[src/rtl/sub25_norm_seq.sv]
// Multi-cycle mantissa subtractor/normalizer: |a-b| with sign, left-normalized
// one bit per cycle, reporting the shift count for exponent adjustment.
module sub25_norm_seq #(
  parameter int W       = 25,
  parameter int SHIFT_W = 5
) (
  input  logic               clk,
  input  logic               rst,
  input  logic               in_valid,
  output logic               in_ready,
  input  logic [W-1:0]       a,
  input  logic [W-1:0]       b,
  output logic               out_valid,
  input  logic               out_ready,
  output logic [W-1:0]       out_mant,
  output logic [SHIFT_W-1:0] out_shift,
  output logic               out_sign,
  output logic               out_zero,
  output logic               busy
);

  typedef enum logic [1:0] {S_IDLE, S_SUB, S_NORM, S_DONE} state_t;

  localparam logic [W-1:0]       ONE_W  = W'(1);
  localparam logic [SHIFT_W-1:0] ONE_SH = SHIFT_W'(1);

  state_t             state_q, state_d;
  logic [W-1:0]       a_q, a_d, b_q, b_d;
  logic [W-1:0]       mant_q, mant_d;
  logic [SHIFT_W-1:0] shift_q, shift_d;
  logic               sign_q, sign_d;
  logic               zero_q, zero_d;

  logic [W:0]         sum;
  logic [W-1:0]       diff;

  // a + ~b + 1 over W+1 bits; a clear carry-out means a<b, so negate to get b-a
  always_comb begin
    sum  = {1'b0, a_q} + {1'b0, ~b_q} + {{W{1'b0}}, 1'b1};
    diff = sum[W] ? sum[W-1:0] : (~sum[W-1:0] + ONE_W);
  end

  always_comb begin
    state_d = state_q;
    a_d     = a_q;
    b_d     = b_q;
    mant_d  = mant_q;
    shift_d = shift_q;
    sign_d  = sign_q;
    zero_d  = zero_q;
    case (state_q)
      S_IDLE: begin
        if (in_valid) begin
          a_d     = a;
          b_d     = b;
          state_d = S_SUB;
        end
      end
      S_SUB: begin
        shift_d = '0;
        if (diff == '0) begin
          mant_d  = '0;
          sign_d  = 1'b0;
          zero_d  = 1'b1;
          state_d = S_DONE;
        end else begin
          mant_d  = diff;
          sign_d  = ~sum[W];
          zero_d  = 1'b0;
          state_d = diff[W-1] ? S_DONE : S_NORM;
        end
      end
      S_NORM: begin
        mant_d  = {mant_q[W-2:0], 1'b0};
        shift_d = shift_q + ONE_SH;
        // mant is non-zero here, so the shift stops at W-1 at most
        if (mant_q[W-2]) state_d = S_DONE;
      end
      S_DONE: begin
        if (out_ready) state_d = S_IDLE;
      end
      default: state_d = S_IDLE;
    endcase
  end

  always_ff @(posedge clk) begin
    if (rst) begin
      state_q <= S_IDLE;
      a_q     <= '0;
      b_q     <= '0;
      mant_q  <= '0;
      shift_q <= '0;
      sign_q  <= 1'b0;
      zero_q  <= 1'b0;
    end else begin
      state_q <= state_d;
      a_q     <= a_d;
      b_q     <= b_d;
      mant_q  <= mant_d;
      shift_q <= shift_d;
      sign_q  <= sign_d;
      zero_q  <= zero_d;
    end
  end

  always_comb begin
    in_ready  = (state_q == S_IDLE);
    out_valid = (state_q == S_DONE);
    busy      = (state_q == S_SUB) || (state_q == S_NORM);
    out_mant  = mant_q;
    out_shift = shift_q;
    out_sign  = sign_q;
    out_zero  = zero_q;
  end

endmodule

[config.mk]
export PLATFORM = sky130hd
export DESIGN_NAME = sub25_norm_seq
export DESIGN_NICKNAME = d
export VERILOG_FILES = /design/src/rtl/sub25_norm_seq.sv
export SDC_FILE = /design/constraint.sdc
export NUM_CORES = 1
export LEC_CHECK = 0
export BUFFER_PORTS_ARGS = -buffer_cell sky130_fd_sc_hd__buf_2
export CAP_MARGIN = 20
export CORE_ASPECT_RATIO = 0.7
export CORE_MARGIN = 2
export CORE_UTILIZATION = 59
export DETAILED_ROUTE_END_ITERATION = 7
export PLACE_DENSITY_LB_ADDON = 0.3
export SYNTH_ARGS = -nofsm -noshare
export SYNTH_HDL_FRONTEND = slang
export SYNTH_SLANG_ARGS = --single-unit
[constraint.sdc]
create_clock -name clk -period 4.6 [get_ports clk]
set_clock_uncertainty 0.1 [all_clocks]
set_input_delay 0.46 -clock clk [delete_from_list [all_inputs] [get_ports clk]]
set_output_delay 0.46 -clock clk [all_outputs]
set_load 0.05 [all_outputs]
==> metrics, run 1 <==
clock-pin slew reported for the worst setup and hold paths after clock tree synthesis 0.07 ns; post-synth net total 933; Via density 6.134; post-detailed-routing wire length 16.67 mm; total placed instance area 0.006694 mm²; initial antenna violation count 0; result of the run finished clean; initial standard-cell utilization of the core around 60%; DRT antenna net count 0; synthesized area per cell 7.334 µm²; Sw Pwr 0.003154 W; placed wire-length estimate around 12 mm; total via count in the routed design 6,404; core box area 0.01028 mm²; count of unresolved DRC violations after routing 0; CTS Root Cell sky130_fd_sc_hd__clkbuf_16; fraction of synthesis flops using an asynchronous set or reset pin 0%; FF-to-FF path depth 13; source-to-sink clock delay at the later pin of the worst-skew pair 0.35 ns; Setup Total Neg Slack 0 ns; number of antenna repair diodes 0; Initial DRC Count between 600 and 700; Area growth, synth to finish 12.45%; number of register bits inferred by synthesis 84; CTS Buf Count 9; Worst VDD drop 0.9827 mV; top-level port count 89; top achievable clock speed 226.0 MHz; post-route cell area 0.006985 mm²; synthesized instance count 847; final-layout fill cell count a little under 900; slowest CP cell sky130_fd_sc_hd__nor3_1; post-layout minimum cycle time between 4 and 5 ns; Period Utilization, post-route 96.18%; count of final max-slew check failures 0; setup repair after global routing missed its margin no; final setup fails 0; Yosys top cell by area sky130_fd_sc_hd__dfxtp_1; Layout Nets roughly 1,000; worst path arrival time 4.56 ns; worst slew margin relative to its limit 47.67%; Sink Count 84; Placed Instances 1,028; fraction of power spent switching nets a little over half; cell-internal power about 0.0028 W; share of the yosys chip area belonging to registers between 20% and 30%; wire length of the first global-routing pass 27.81 mm; vias in the first global route 5,744; hold depth 3; critical path capture point type flop; end-of-flow core utilization 67.96%; worst-case clock buffer depth 2; stages on the worst setup path 13; Worst Max-Slew Pin Slew 0.7768 ns; power per cell area 852.2 mW/mm²; routed length per placed instance 15.96 µm; H-tree depth 3; Max stage delay on crit path ~0.54 ns; worst setup path class reg -> reg; Primary FF master, synth sky130_fd_sc_hd__dfxtp_1; top-area cell type share of the netlist area 27.07%; Final GP Congestion 0.9515; worst path buffer plus inverter count 1; Clk pwr share 11.4%; startpoint types flop; area of the mapped netlist 0.006212 mm²; die boundary height approximately 90 µm; grt ovf 0; count of maximum capacitance violations 0; Post-Route Hold Slack 0.2399 ns; critical path fanouts, max 12; layout cells sized above 1 between 10% and 20%; leak pwr 2.961 nW; DIE AREA 0.01138 mm²; number of distinct library cells after synthesis 75; warnings from Yosys 0; clock tree from TritonCTS built; Data required, critical path 4.74 ns; top post-synthesis cells by area sky130_fd_sc_hd__dfxtp_1 27%, sky130_fd_sc_hd__nand2_1 9.9%, sky130_fd_sc_hd__a21oi_1 6.8%; Cell Chain, Critical Path inv_1, ha_1, a21oi_1, o21ai_0, nor2b_1, nor3_1, and2_1, a32oi_1, nor4_1, nand4b_1, a2111oi_4, o2111ai_2, a211o_1; endpoints failing hold 0; Row Count 31; Detailed Routing Iterations Pass 1 6; buffers added on ports just under 90; final instance count without filler cells between 1,000 and 1,500; All-Layer GR Usage 29.26%; number of synthesized flops with an enable pin 0; die extent in x 126.6 µm; kind of cell with the highest combined delay on the critical path compound AO/OA/AOI/OAI gates; largest net degree at the start of global routing 52; portion of total power attributed to combinational logic 72.0%; proportion of power drawn by flip-flops and latches roughly 17%; worst hold-check path type in -> reg
## final cells by class
class	count	area (µm²)	share of cell area (%)
clock buffers	9	225.2	3.224
clock inverters	6	50.05	0.7165
inverters	42	157.7	2.257
multi-input cells	669	4160	59.56
flip-flops and latches	84	1682	24.07
well taps	132	165.2	2.364
repair buffers	102	545.5	7.809
## stage by stage
step                worst slack, ns  power [W]
floorplan                    0.5828   0.004301
global placement             0.3456   0.005084
detailed placement           0.1849   0.005156
CTS                          0.1720   0.005869
global route                0.01490   0.006416
finish                       0.1758   0.005953
## Yosys cell counts, drive strengths merged, types with 10 or more instances
cell,n
xnor2,20
inv,41
buf,13
o2111ai,11
o21ai,53
ha,31
nand4,14
nand3,17
nand2,164
mux2i,23
dfxtp,84
nor3,10
a21o,10
clkbuf,39
a21oi,84
nor2,62
xor2,20
nand2b,13
## registers in the layout (all words and copies together) (netlist names)
register,cells
a_q,25
b_q,25
out_mant,25
out_shift,5
state_q,2
out_sign,1
out_zero,1
## worst paths after layout
check,from,end,slack [ns]
worst max-delay path,b_q[20],out_mant[0],0.18
worst min-delay path,b[1],b_q[1],0.24
worst max register to register,b_q[20],out_mant[0],0.18
worst min register to register,b_q[24],b_q[24],0.36
## what timing repair did
item	in CTS	in global routing
endpoints found under the setup margin	0	5
gates resized for setup	0	2
hold buffers	0	0
buffers inserted	0	1
## cell families (layout without fill, tap and decap cells)
family	Yosys count	in the layout	share of synthesized area (%)
AND/OR/NAND/NOR	331	331	24.95
AO/OA/AOI/OAI	240	240	25.42
buffers and inverters	94	159	6.103
flip-flops	84	84	27.07
XOR/XNOR	40	40	5.640
adder cells (fa/ha/maj)	32	32	6.566
multiplexers	26	26	4.250
## power by group through the flow
stage / clock network, W / logic (W) / registers, W
floorplan: 0 / 0.00310 / 0.00120
global placement: 0 / 0.00409 / 0.000990
detailed placement: 0 / 0.00416 / 0.000999
CTS: 0.000693 / 0.00419 / 0.000982
global route: 0.000720 / 0.00469 / 0.00100
finish: 0.000681 / 0.00429 / 0.000983
## cells in the final DEF, fill, tap and decap left out, types with 17 or more instances in the layout
cell	count
sky130_fd_sc_hd__a21oi_1	83
sky130_fd_sc_hd__buf_2	88
sky130_fd_sc_hd__dfxtp_1	84
sky130_fd_sc_hd__ha_1	31
sky130_fd_sc_hd__inv_1	41
sky130_fd_sc_hd__mux2i_1	23
sky130_fd_sc_hd__nand2_1	164
sky130_fd_sc_hd__nand3_1	17
sky130_fd_sc_hd__nor2_1	62
sky130_fd_sc_hd__o21ai_0	51
sky130_fd_sc_hd__xnor2_1	20
sky130_fd_sc_hd__xor2_1	20
## tightest hold or removal path, cell delays in order
cell and delay (ns):
sky130_fd_sc_hd__buf_2 0.09, sky130_fd_sc_hd__nand2_1 0.04, sky130_fd_sc_hd__a21oi_1 0.05
## routing by layer
layer  wire length [µm]  global-route usage [%]
met1               7724                   42.99
met5                  0                       0
met3               1413                   4.702
met4                252                   6.960
met2               7274                   44.88
No activity file was read; power rests on OpenSTA's default activity.
==> run 2: changes to the inputs <==
- BUFFER_PORTS_ARGS: -buffer_cell sky130_fd_sc_hd__buf_2 -> -buffer_cell sky130_fd_sc_hd__buf_4
- CAP_MARGIN: 20 -> 25
- SLEW_MARGIN: not set -> 20
==> metrics, run 2 (same netlist as run 1, synthesis figures left out) <==
H-tree depth 3 (unchanged); clock tree from TritonCTS built; Sw Pwr 0.003192 W (+1.2%); post-layout minimum cycle time 4.422 ns (-0.001835 ns); top-level port count 89 (unchanged); largest net degree at the start of global routing 84 (+62%); result of the run finished clean; CTS Root Cell sky130_fd_sc_hd__clkbuf_16; initial standard-cell utilization of the core 60.44% (unchanged); worst-case clock buffer depth 2 (unchanged); Area growth, synth to finish 16.94%; top achievable clock speed 226.1 MHz (about the same); final setup fails 0 (unchanged); layout cells sized above 1 15.96% (+0.28 points); leak pwr 3.036 nW (+2.5%); count of final max-slew check failures 0 (unchanged); Post-Route Hold Slack 0.2579 ns (+0.01803 ns); setup slack of the most critical reg-to-reg path 0.18 ns (about the same); count of unresolved DRC violations after routing 0 (unchanged); Sink Count 84 (unchanged); initial antenna violation count 0 (unchanged); startpoint types flop; Clk pwr share 12.1% (+0.7 points); All-Layer GR Usage 29.96% (+0.70 points); Layout Nets 996 (+0.20%); setup repair after global routing missed its margin no; Final GP Congestion 0.9361 (-1.6%); CTS Buf Count 9 (unchanged); Via density 6.152 (+0.29%); clock-pin slew reported for the worst setup and hold paths after clock tree synthesis 0.07 ns (about the same); Data required, critical path 4.74 ns (about the same); count of maximum capacitance violations 0 (unchanged); vias in the first global route 5,774 (+0.52%); critical path fanouts, max 7 (-5); critical path capture point type flop; source-to-sink clock delay at the later pin of the worst-skew pair 0.35 ns (about the same); proportion of power drawn by flip-flops and latches 16.1% (-0.4 points); wire length on met2 7.527 mm (+3.5%); worst path arrival time 4.56 ns (about the same); Worst VDD drop 0.9439 mV (-3.9%); DIE AREA 0.01138 mm² (unchanged); wire length of the first global-routing pass 28.42 mm (+2.2%); Detailed Routing Iterations Pass 1 6 (unchanged); worst slew margin relative to its limit 43.88% (-3.8 points); die boundary height 89.85 µm (unchanged); post-detailed-routing wire length 17.05 mm (+2.3%); fraction of power spent switching nets 52.22% (-0.76 points); total via count in the routed design 6,441 (+0.58%); die extent in x 126.6 µm (unchanged); Worst Max-Slew Pin Slew 0.8330 ns (+0.05624 ns); end-of-flow core utilization 70.68% (+2.7 points); most frequent standard cell in the layout excluding fill and tap cells sky130_fd_sc_hd__nand2_1; Initial DRC Count 606 (-11%); worst setup path class reg -> reg; buffers added on ports 88 (unchanged); routed length per placed instance 16.29 µm (+2.0%); endpoints failing hold 0 (unchanged); Period Utilization, post-route 96.14% (about the same); grt ovf 0 (unchanged); power per cell area 841.3 mW/mm² (-1.3%); placed wire-length estimate 12.69 mm (+1.9%); DRT antenna net count 0 (unchanged); top routing layer in use met4; portion of total power attributed to combinational logic 71.8% (-0.2 points); Setup Total Neg Slack 0 ns (unchanged); hold_buf cts 0 (unchanged); routed length on met3 1.074 mm (-24%); commonest cells after routing, fill and taps aside 164 x sky130_fd_sc_hd__nand2_1, 104 x sky130_fd_sc_hd__buf_4, 84 x sky130_fd_sc_hd__dfxtp_1, 83 x sky130_fd_sc_hd__a21oi_1, 62 x sky130_fd_sc_hd__nor2_1; routed metal-1 wire length 8.252 mm (+6.8%); Row Count 31 (unchanged); cell-internal power 0.002920 W (+4.3%); core box area 0.01028 mm² (unchanged); number of antenna repair diodes 0 (unchanged); worst hold-check path type in -> reg
==> run 2: path summary, 6_finish.rpt <==
kind	startpoint	end	cells after the start
worst max-delay path	a_q[0]	out_sign	15
worst min-delay path	a[15]	a_q[15]	3
worst max register to register	a_q[0]	out_sign	15
worst min register to register	b_q[15]	b_q[15]	2
==> run 2: timing repair <==
| item | 4_1_cts | 5_1_grt |
|---|---|---|
| resized for setup | 0 | 4 |
| setup buffers | 0 | 4 |
| endpoints found under the setup margin | 0 | 5 |
==> run 2: final cells by class <==
type | instances | area, µm²
flip-flops and latches | 84 | 1682
repair buffers | 104 | 780.7
inverters | 42 | 157.7
clock buffers | 10 | 229.0
well taps | 132 | 165.2
clock inverters | 6 | 71.32
multi-input cells | 669 | 4179
fillers | 826 | 3014
==> run 2: power by group through the flow <==
stage	combinational (W)	sequential (W)	clock, W
CTS	0.00427	0.000985	0.000748
floorplan	0.00310	0.00120	0
detailed placement	0.00424	0.00100	0
global route	0.00478	0.00100	0.000777
finish	0.00439	0.000987	0.000740
global placement	0.00416	0.000993	0
==> run 2: stage by stage <==
stage | area (µm²) | instances | setup WS (ns) | power, W
final | 7264 | 1047 | 0.1777 | 0.006112
after global routing | 7264 | 1047 | 0.0005209 | 0.006556
after global placement | 6907 | 1027 | 0.3376 | 0.005153
after detailed placement | 6907 | 1027 | 0.1771 | 0.005237
after floorplan | 6212 | 847 | 0.5828 | 0.004301
after CTS | 7207 | 1043 | 0.1527 | 0.006003
==> run 2: critical path: stages, from the launching register on <==
cell and delay, ns:
sky130_fd_sc_hd__dfxtp_1 0.33, sky130_fd_sc_hd__inv_1 0.04, sky130_fd_sc_hd__ha_1 0.21, sky130_fd_sc_hd__fa_1 0.44, sky130_fd_sc_hd__nand2b_1 0.23, sky130_fd_sc_hd__a21oi_2 0.20
sky130_fd_sc_hd__xor2_1 0.16, sky130_fd_sc_hd__a2111o_1 0.50, sky130_fd_sc_hd__or4b_4 0.60, sky130_fd_sc_hd__nor4_4 0.22, sky130_fd_sc_hd__buf_4 0.19, sky130_fd_sc_hd__nand4b_1 0.11
sky130_fd_sc_hd__a2111o_1 0.43, sky130_fd_sc_hd__nand3_1 0.20, sky130_fd_sc_hd__o32ai_1 0.13, sky130_fd_sc_hd__a31o_1 0.21
==> run 2: per-layer routing <==
layer  track usage, %  vias up
li1                 -     3134
met1            44.44     3047
met2            45.94      242
met3            4.702       18
met4            6.410        0
met5                0        -
